===== src/rtl/stereo_line_splitter.sv =====
// Splits a side-by-side stereo line into time-aligned left/right pixel pairs.
// The first half-line is buffered and replayed against the live second half.
module stereo_line_splitter #(
   parameter int                  HALF_IMG_W = 32,
   parameter int                  IMG_H      = 64,
   parameter int                  PX_WIDTH   = 24,
   parameter int                  COL_WIDTH  = 11,
   parameter int                  ROW_WIDTH  = 10,
   parameter bit                  SWAP       = 1'b0,
   parameter logic [PX_WIDTH-1:0] FILL_LEFT  = PX_WIDTH'(24'h00ffff),
   parameter logic [PX_WIDTH-1:0] FILL_RIGHT = PX_WIDTH'(24'hff0000)
) (
   input  logic                 clk,
   input  logic                 rst,
   input  logic                 de_in,
   input  logic                 h_sync_in,
   input  logic                 v_sync_in,
   input  logic [PX_WIDTH-1:0]  pixel_in,
   output logic                 de_out,
   output logic                 h_sync_out,
   output logic                 v_sync_out,
   output logic [PX_WIDTH-1:0]  pixel_left,
   output logic [PX_WIDTH-1:0]  pixel_right,
   output logic                 pair_valid,
   output logic [COL_WIDTH-1:0] col_out,
   output logic [ROW_WIDTH-1:0] row_out,
   output logic                 frame_start,
   output logic                 line_err
);

   localparam int ADDR_W = (HALF_IMG_W > 1) ? $clog2(HALF_IMG_W) : 1;
   localparam logic [COL_WIDTH-1:0] COL_ONE   = COL_WIDTH'(1);
   localparam logic [COL_WIDTH-1:0] HALF_C    = COL_WIDTH'(HALF_IMG_W);
   localparam logic [COL_WIDTH-1:0] HALF_LAST = COL_WIDTH'(HALF_IMG_W - 1);
   localparam logic [COL_WIDTH-1:0] LINE_END  = COL_WIDTH'(2 * HALF_IMG_W);
   localparam logic [ROW_WIDTH-1:0] ROW_ONE   = ROW_WIDTH'(1);
   localparam logic [ROW_WIDTH-1:0] ROW_LAST  = ROW_WIDTH'(IMG_H - 1);

   typedef enum logic [2:0] {
      S_WAIT,
      S_IDLE,
      S_FIRST,
      S_SECOND,
      S_OVR
   } state_t;

   state_t                state_q, state_d;
   logic [COL_WIDTH-1:0]  col_q, col_d;
   logic [ROW_WIDTH-1:0]  row_q, row_d;
   logic                  wr_en;
   logic                  pair_en;
   logic                  err_en;
   logic                  line_end;
   logic [COL_WIDTH-1:0]  col_rel;
   logic [ADDR_W-1:0]     wr_addr;
   logic [ADDR_W-1:0]     rd_addr;

   logic [PX_WIDTH-1:0]   line_mem [HALF_IMG_W];
   logic [PX_WIDTH-1:0]   rd_data_q;

   // Stage 1: control aligned with the synchronous buffer read
   logic                  pair_s1_q, pair_s1_d;
   logic                  err_s1_q, err_s1_d;
   logic                  fs_s1_q, fs_s1_d;
   logic [COL_WIDTH-1:0]  col_s1_q, col_s1_d;
   logic [ROW_WIDTH-1:0]  row_s1_q, row_s1_d;
   logic                  de_s1_q, de_s1_d;
   logic                  hs_s1_q, hs_s1_d;
   logic                  vs_s1_q, vs_s1_d;
   logic [PX_WIDTH-1:0]   pix_s1_q, pix_s1_d;

   // Stage 2: registered outputs
   logic                  de_out_q, de_out_d;
   logic                  hs_out_q, hs_out_d;
   logic                  vs_out_q, vs_out_d;
   logic [PX_WIDTH-1:0]   pixel_left_q, pixel_left_d;
   logic [PX_WIDTH-1:0]   pixel_right_q, pixel_right_d;
   logic                  pair_valid_q, pair_valid_d;
   logic [COL_WIDTH-1:0]  col_out_q, col_out_d;
   logic [ROW_WIDTH-1:0]  row_out_q, row_out_d;
   logic                  frame_start_q, frame_start_d;
   logic                  line_err_q, line_err_d;

   // NOTE: every signal written here gets a default first, so no path through
   // the case statement can leave a value unassigned and infer a latch.
   always_comb begin
      state_d  = state_q;
      col_d    = col_q;
      row_d    = row_q;
      wr_en    = 1'b0;
      pair_en  = 1'b0;
      err_en   = 1'b0;
      line_end = 1'b0;

      if (v_sync_in) begin
         // Blanking aborts any line silently; a line still active after
         // reset keeps the block waiting for its end.
         col_d = '0;
         row_d = '0;
         if ((state_q != S_WAIT) || !de_in) begin
            state_d = S_IDLE;
         end
      end else begin
         case (state_q)
            S_WAIT: begin
               if (!de_in) begin
                  state_d = S_IDLE;
               end
            end
            S_IDLE: begin
               col_d = '0;
               if (de_in) begin
                  wr_en   = 1'b1;
                  col_d   = COL_ONE;
                  state_d = S_FIRST;
               end
            end
            S_FIRST: begin
               if (de_in) begin
                  wr_en = 1'b1;
                  col_d = col_q + COL_ONE;
                  if (col_q == HALF_LAST) begin
                     state_d = S_SECOND;
                  end
               end else begin
                  err_en   = 1'b1;
                  line_end = 1'b1;
                  state_d  = S_IDLE;
               end
            end
            S_SECOND: begin
               if (de_in) begin
                  if (col_q == LINE_END) begin
                     state_d = S_OVR;
                  end else begin
                     pair_en = 1'b1;
                     col_d   = col_q + COL_ONE;
                  end
               end else begin
                  err_en   = (col_q != LINE_END);
                  line_end = 1'b1;
                  state_d  = S_IDLE;
               end
            end
            S_OVR: begin
               if (!de_in) begin
                  err_en   = 1'b1;
                  line_end = 1'b1;
                  state_d  = S_IDLE;
               end
            end
            default: begin
               state_d = S_WAIT;
            end
         endcase

         if (line_end) begin
            col_d = '0;
            row_d = (row_q == ROW_LAST) ? '0 : row_q + ROW_ONE;
         end
      end
   end

   assign col_rel = col_q - HALF_C;
   assign rd_addr = col_rel[ADDR_W-1:0];
   assign wr_addr = (state_q == S_IDLE) ? '0 : col_q[ADDR_W-1:0];

   // NOTE: the line buffer has no reset; it is always written before it is
   // read, and a reset port would prevent mapping it onto block RAM.
   always_ff @(posedge clk) begin
      if (wr_en) begin
         line_mem[wr_addr] <= pixel_in;
      end
      rd_data_q <= line_mem[rd_addr];
   end

   always_comb begin
      pair_s1_d = pair_en;
      err_s1_d  = err_en;
      col_s1_d  = pair_en ? col_rel : '0;
      row_s1_d  = row_q;
      fs_s1_d   = pair_en && (row_q == '0) && (col_rel == '0);
      de_s1_d   = de_in;
      hs_s1_d   = h_sync_in;
      vs_s1_d   = v_sync_in;
      pix_s1_d  = pixel_in;
   end

   always_comb begin
      de_out_d      = de_s1_q;
      hs_out_d      = hs_s1_q;
      vs_out_d      = vs_s1_q;
      pair_valid_d  = pair_s1_q;
      col_out_d     = col_s1_q;
      row_out_d     = row_s1_q;
      frame_start_d = fs_s1_q;
      line_err_d    = err_s1_q;
      pixel_left_d  = FILL_LEFT;
      pixel_right_d = FILL_RIGHT;
      if (pair_s1_q) begin
         pixel_left_d  = SWAP ? pix_s1_q : rd_data_q;
         pixel_right_d = SWAP ? rd_data_q : pix_s1_q;
      end
   end

   // NOTE: state registers use non-blocking assignments so every flop samples
   // the pre-edge value of every other flop, independent of block order.
   always_ff @(posedge clk or posedge rst) begin
      if (rst) begin
         state_q       <= S_WAIT;
         col_q         <= '0;
         row_q         <= '0;
         pair_s1_q     <= 1'b0;
         err_s1_q      <= 1'b0;
         fs_s1_q       <= 1'b0;
         col_s1_q      <= '0;
         row_s1_q      <= '0;
         de_s1_q       <= 1'b0;
         hs_s1_q       <= 1'b0;
         vs_s1_q       <= 1'b0;
         pix_s1_q      <= '0;
         de_out_q      <= 1'b0;
         hs_out_q      <= 1'b0;
         vs_out_q      <= 1'b0;
         pixel_left_q  <= '0;
         pixel_right_q <= '0;
         pair_valid_q  <= 1'b0;
         col_out_q     <= '0;
         row_out_q     <= '0;
         frame_start_q <= 1'b0;
         line_err_q    <= 1'b0;
      end else begin
         state_q       <= state_d;
         col_q         <= col_d;
         row_q         <= row_d;
         pair_s1_q     <= pair_s1_d;
         err_s1_q      <= err_s1_d;
         fs_s1_q       <= fs_s1_d;
         col_s1_q      <= col_s1_d;
         row_s1_q      <= row_s1_d;
         de_s1_q       <= de_s1_d;
         hs_s1_q       <= hs_s1_d;
         vs_s1_q       <= vs_s1_d;
         pix_s1_q      <= pix_s1_d;
         de_out_q      <= de_out_d;
         hs_out_q      <= hs_out_d;
         vs_out_q      <= vs_out_d;
         pixel_left_q  <= pixel_left_d;
         pixel_right_q <= pixel_right_d;
         pair_valid_q  <= pair_valid_d;
         col_out_q     <= col_out_d;
         row_out_q     <= row_out_d;
         frame_start_q <= frame_start_d;
         line_err_q    <= line_err_d;
      end
   end

   assign de_out      = de_out_q;
   assign h_sync_out  = hs_out_q;
   assign v_sync_out  = vs_out_q;
   assign pixel_left  = pixel_left_q;
   assign pixel_right = pixel_right_q;
   assign pair_valid  = pair_valid_q;
   assign col_out     = col_out_q;
   assign row_out     = row_out_q;
   assign frame_start = frame_start_q;
   assign line_err    = line_err_q;

endmodule


===== config.mk =====
export PLATFORM = sky130hd
export DESIGN_NAME = stereo_line_splitter
export DESIGN_NICKNAME = d
export VERILOG_FILES = /design/src/rtl/stereo_line_splitter.sv
export SDC_FILE = /design/constraint.sdc
export NUM_CORES = 1
export LEC_CHECK = 0
export CAP_MARGIN = 20
export CORE_ASPECT_RATIO = 1.5
export CORE_MARGIN = 2
export CORE_UTILIZATION = 55
export CTS_CLUSTER_SIZE = 16
export DETAILED_ROUTE_END_ITERATION = 8
export GPL_ROUTABILITY_DRIVEN = 1
export PLACE_DENSITY = 0.73
export SLEW_MARGIN = 10
export SYNTH_ARGS = -nofsm -noshare
export SYNTH_HDL_FRONTEND = slang
export SYNTH_SLANG_ARGS = --single-unit
export TNS_END_PERCENT = 20

===== constraint.sdc =====
create_clock -name clk -period 5.3 [get_ports clk]
set_clock_uncertainty 0.05 [all_clocks]
set_input_delay 0.53 -clock clk [delete_from_list [all_inputs] [get_ports clk]]
set_output_delay 0.53 -clock clk [all_outputs]
set_load 0.01 [all_outputs]

### Yosys cells after proc, flatten, opt, wreduce, memory -nomap -nowiden

Memory sizes are Yosys's and may differ from the RTL's. A register that Yosys moved wholly into a read port is not among the register bits.
Index checks and enable logic that the tools add are counted.

* bits of input ports: 29
* memories kept: 1
* memory bits (writable): 768
* output and inout port bits: 75
* logic and storage cells: 96
* register bits: 150

* reductions and logical operators: 16
* add/sub/neg operators: 3
* muxes and demuxes: 38
* equal/unequal tests: 16

Memories
* line_mem: words 32, width 24, rd ports 1, clocked after memory_dff 1, write ports 1, RTL line 58 `logic [PX_WIDTH-1:0] line_mem [HALF_IMG_W];`

Operators with widths (count)
* $mux W11: 6
* $mux W24: 2
* $pmux W11 S3: 1
* $mux W10: 3
* $mux W3: 8
* $ne A4 B4 Y1 const B: 5
* $mux W1: 15
* $pmux W3 S4: 1
* $add A11 B1 Y11 const B: 1
* $eq A11 B5 Y1 const B: 1
* $eq A11 B7 Y1 const B: 1
* $logic_not A11 Y1: 1
* $ne A11 B7 Y1 const B: 1
* $sub A11 B6 Y11 const B: 1
* $add A10 B1 Y10 const B: 1
* $eq A10 B6 Y1 const B: 1
* $logic_not A10 Y1: 1
* $eq A3 B2 Y1 const B: 2
* $reduce_or A2 Y1: 3
* $mux W5: 1
* $reduce_and A5 Y1: 1
* $reduce_bool A5 Y1: 1
* $reduce_and A4 Y1: 1
* $eq A3 B1 Y1 const B: 1
* 12 further kinds: 13

### Longest topological paths before layout

* word-level depth: 7
* mapped depth: 12
* gate-level depth less buffers: 7

### Worst setup path after synthesis

Ideal clock, no wire load.

* path kind: flip-flop to flip-flop
* start: register col_q[0]
* end: memory line_mem[12][0], enable pin
* buffers on the path: 4
* period minus slack after synthesis: 3.032 ns
* setup time: 0.405 ns
* cell stages (with the launch flop): 8
* setup slack: 2.268 ns
* arrival: 2.577 ns
* data required time: 4.845 ns
* path through: dfrtp_1 buf_6 clkbuf_4 buf_6 buf_2 nor4b_1 o21ai_1 nor2_1

* longest elaborated chain between the ends: 1

Ends and longest elaborated chain
* from (decl): RTL line 48 `logic [COL_WIDTH-1:0] col_q, col_d;`
* from (signal assigned): RTL line 234 `col_q <= col_d;`
* $mux W5: RTL line 166 `assign wr_addr = (state_q == S_IDLE) ? '0 : col_q[ADDR_W-1:0];`
* to (decl): RTL line 58

No other way between the ends.

### Worst setup path in the final report

* start: register col_q[0]
* end: register rd_data_q[1], read port of line_mem

* longest elaborated chain between the ends: 1

Ends and longest elaborated chain
* $sub A11 B6 Y11: RTL line 164 `assign col_rel = col_q - HALF_C;`
* to (decl): RTL line 59 `logic [PX_WIDTH-1:0] rd_data_q;`

No other way between the ends.
A chain may end at the register's enable or synchronous reset.

==> reports/metrics.cfg <==
[timing]
worst_slack_ns = 1.949
finalHoldViolCount = 0
timing.setup.tns_ns = 0
period_minus_slack_ns = 3.351
post-route-period-util = 0.6322
tightest_slew_ns = 1.104
maxSlewViolCount = 0
hold_slack_ns = 0.2856
max_freq_ghz = 0.2984
max-slew-margin-rel = 0.2626
rsz0062_at_grt = false
finalSetupViolCount = 0

[synth]
syn_avg_cell_area_um2 = 20.18
ys_seq_elements = 942
synth-warning-count = 0
syn_inst = 1736
synth_flop_cell = edfxtp_1
ys_types = 66
ys_seq_area_frac = 0.7790
ys_async_sr_fraction = 0.1592
synth_nets = 1771
synth_edf_count = 768
synthesis.area_mm2 = 0.03504

[place]
post-dp-hpwl_mm = 49.49
pre_cts_slack_ns = 1.460
place_area_mm2 = 0.03700
place.gp.congestion = 0.9144
portBuffers = 103

[routing]
dr.pass1.iters = 5
wl_per_cell_um = 29.38
via_per_inst = 6.279
detail-route-antenna-nets = 0
initialDrtViolationCount = 2154
drc = 0
num_vias = 17170
wl_mm = 80.32

[final_layout]
fin_util = 0.6301
syn2layout_area_growth_pct = 13.65
final_cell_area_mm2 = 0.03982
layout.nets = 1895
drive_gt1_frac = 0.2053
num_antenna_cells = 0
layout_commonest_cell = edfxtp_1
fillerInstances = 4183
final_cell_mix = edfxtp_1, dfrtp_1, mux4_2, mux2i_1

[floorplanning]
core_area_mm2 = 0.06320
die_h_um = 313.1
io_pins = 104
initial_core_util = 0.5545
die_x_um = 210.1
die-area_mm2 = 0.06579
placementRows = 113

[cts]
cts.sinks = 942
cts_buffer_depth = 3
numCtsBuffers = 81
cts-root-buf = clkbuf_16
cts_hold_buffers = 0
cts_setup_buffers = 0
clk_pin_slew_worst_paths_ns = 0.07
clock_latency_ns = 0.64
cts_resized = 0
cts_tree = done
h-tree-depth = 3

[worst_setup_path]
crit_chain = buf_4 > mux4_2 > a22o_1 > a2111oi_2 > a21oi_1
crit_arrival_ns = 3.77
cpMaxStageDelayCell = dfrtp_4
cp.depth = 5
timing.rr.start = col_q[0]
worst-setup-path-type = reg2reg
required_ns = 5.71
path_delay_family = compound AO/OA/AOI/OAI gates
cp-endpoint = rd_data_q[1]
crit_path_end_kind = register
max_stage_delay_ns = 0.97
critPathMaxFanout = 42
cp-start-kind = register
timing.rr.end = rd_data_q[1]
critPathBufInv = 1
crit_start = col_q[0]
r2r_cells = 5
regToRegSetupSlack_ns = 1.95

[global_routing]
grt_pass1_wl_mm = 118.1
first_global_vias = 17390
overflow = 0
gr-usage-all-layers = 0.2507
antenna_found_initial = 0
grt_max_degree = 78

[pwr]
sequentialPowerShare = 0.542
p_sw_frac = 0.2039
p_comb_frac = 0.042
clkPwrFrac = 0.416
p_switching_mw = 3.048
p_int_mw = 11.90
powerDensity_mw_per_mm2 = 375.3
leakage_nw = 12.94
ir_worst_vdd_mv = 0.2741

[worst_hold_path]
hold_path_class = in2reg

[outcome]
status = finished clean

[flow_run]
cap_violations = 0

==> logic make-up (layout without fill, tap and decap cells) <==
group,Yosys count,after routing,synth area share
flip-flops,942,942,0.7790
adder cells (fa/ha/maj),6,6,0.002142
multiplexers,242,242,0.1202
AO/OA/AOI/OAI,220,220,0.04688
buffers and inverters,112,305,0.01721
AND/OR/NAND/NOR,207,207,0.03281
XOR/XNOR,7,7,0.001750
==> power by group through the flow <==
| stage | clock [mW] | sequential [mW] | combinational (mW) |
|---|---|---|---|
| 2_1_floorplan | 0 | 8.23 | 0.376 |
| 3_3_place_gp | 0 | 8.27 | 0.615 |
| 3_5_place_dp | 0 | 8.27 | 0.628 |
| 4_1_cts | 6.28 | 8.11 | 0.630 |
| 5_1_grt | 6.56 | 8.11 | 0.663 |
| 6_report | 6.21 | 8.11 | 0.626 |
==> worst min path at each step <==
stage | start | to | slack (ns) | cells after the start
2_1_floorplan | col_out_d[0] | col_out[0] | 0.28 | 0
3_3_place_gp | row_out_d[6] | row_out[6] | 0.28 | 0
3_5_place_dp | col_out_d[7] | col_out[7] | 0.28 | 0
4_1_cts | h_sync_in | hs_out_d | 0.26 | 1
5_1_grt | h_sync_in | hs_out_d | 0.29 | 1
6_report | h_sync_in | hs_out_d | 0.29 | 1
==> metrics by stage <==
stage	cells	power, mW
final	2734	14.95
after global routing	2734	15.33
after CTS	2734	15.02
after detailed placement	2582	8.895
after global placement	2582	8.881
after floorplan	1736	8.606
==> layout make-up <==
class	count	area, µm²	share of cell area
inverters	12	50.05	0.001257
clock buffers	106	2203	0.05533
flip-flops and latches	942	27310	0.6857
well taps	805	1007	0.02529
clock inverters	46	616.8	0.01549
multi-input cells	682	7373	0.1851
repair buffers	141	1266	0.03179
==> flip-flops by register name (all words and copies together) (netlist names), 11 cells and up <==
name	cells
col_out	11
col_out_d	11
col_q	11
line_mem	768
pix_s1_q	24
pixel_left	24
pixel_right	24
rd_data_q	24
==> metal layers <==
metal  track usage  routed length (µm)  vias to the layer above
met2        0.4135               40350                      800
li1              -                   -                     7269
met4        0.1123                3661                        0
met3       0.03416                5924                      119
met1        0.3376               30390                     8980
met5             0                   0                        -
==> worst register-to-register path, stage by stage (launching register included) <==
cell       delay, ns
dfrtp_4         0.97
buf_4           0.44
mux4_2          0.54
a22o_1          0.28
a2111oi_2       0.84
a21oi_1         0.07
==> synthesized netlist by cell type (24+ instances only) <==
master    number  area share
a22oi_1       37      0.0079
o22ai_1       25      0.0045
o221ai_1      25      0.0062
edfxtp_1     768        0.66
mux2i_1       98       0.028
dfxtp_1       24       0.014
a21oi_1       59      0.0084
nor2_1        58      0.0062
buf_2         26      0.0037
nand2b_1      25      0.0045
mux4_2       143       0.092
and2_1        28      0.0050
nand2_1       25      0.0027
clkbuf_1      47      0.0050
dfrtp_1      150        0.11
Note: power is estimated with default switching activity, not from simulation.
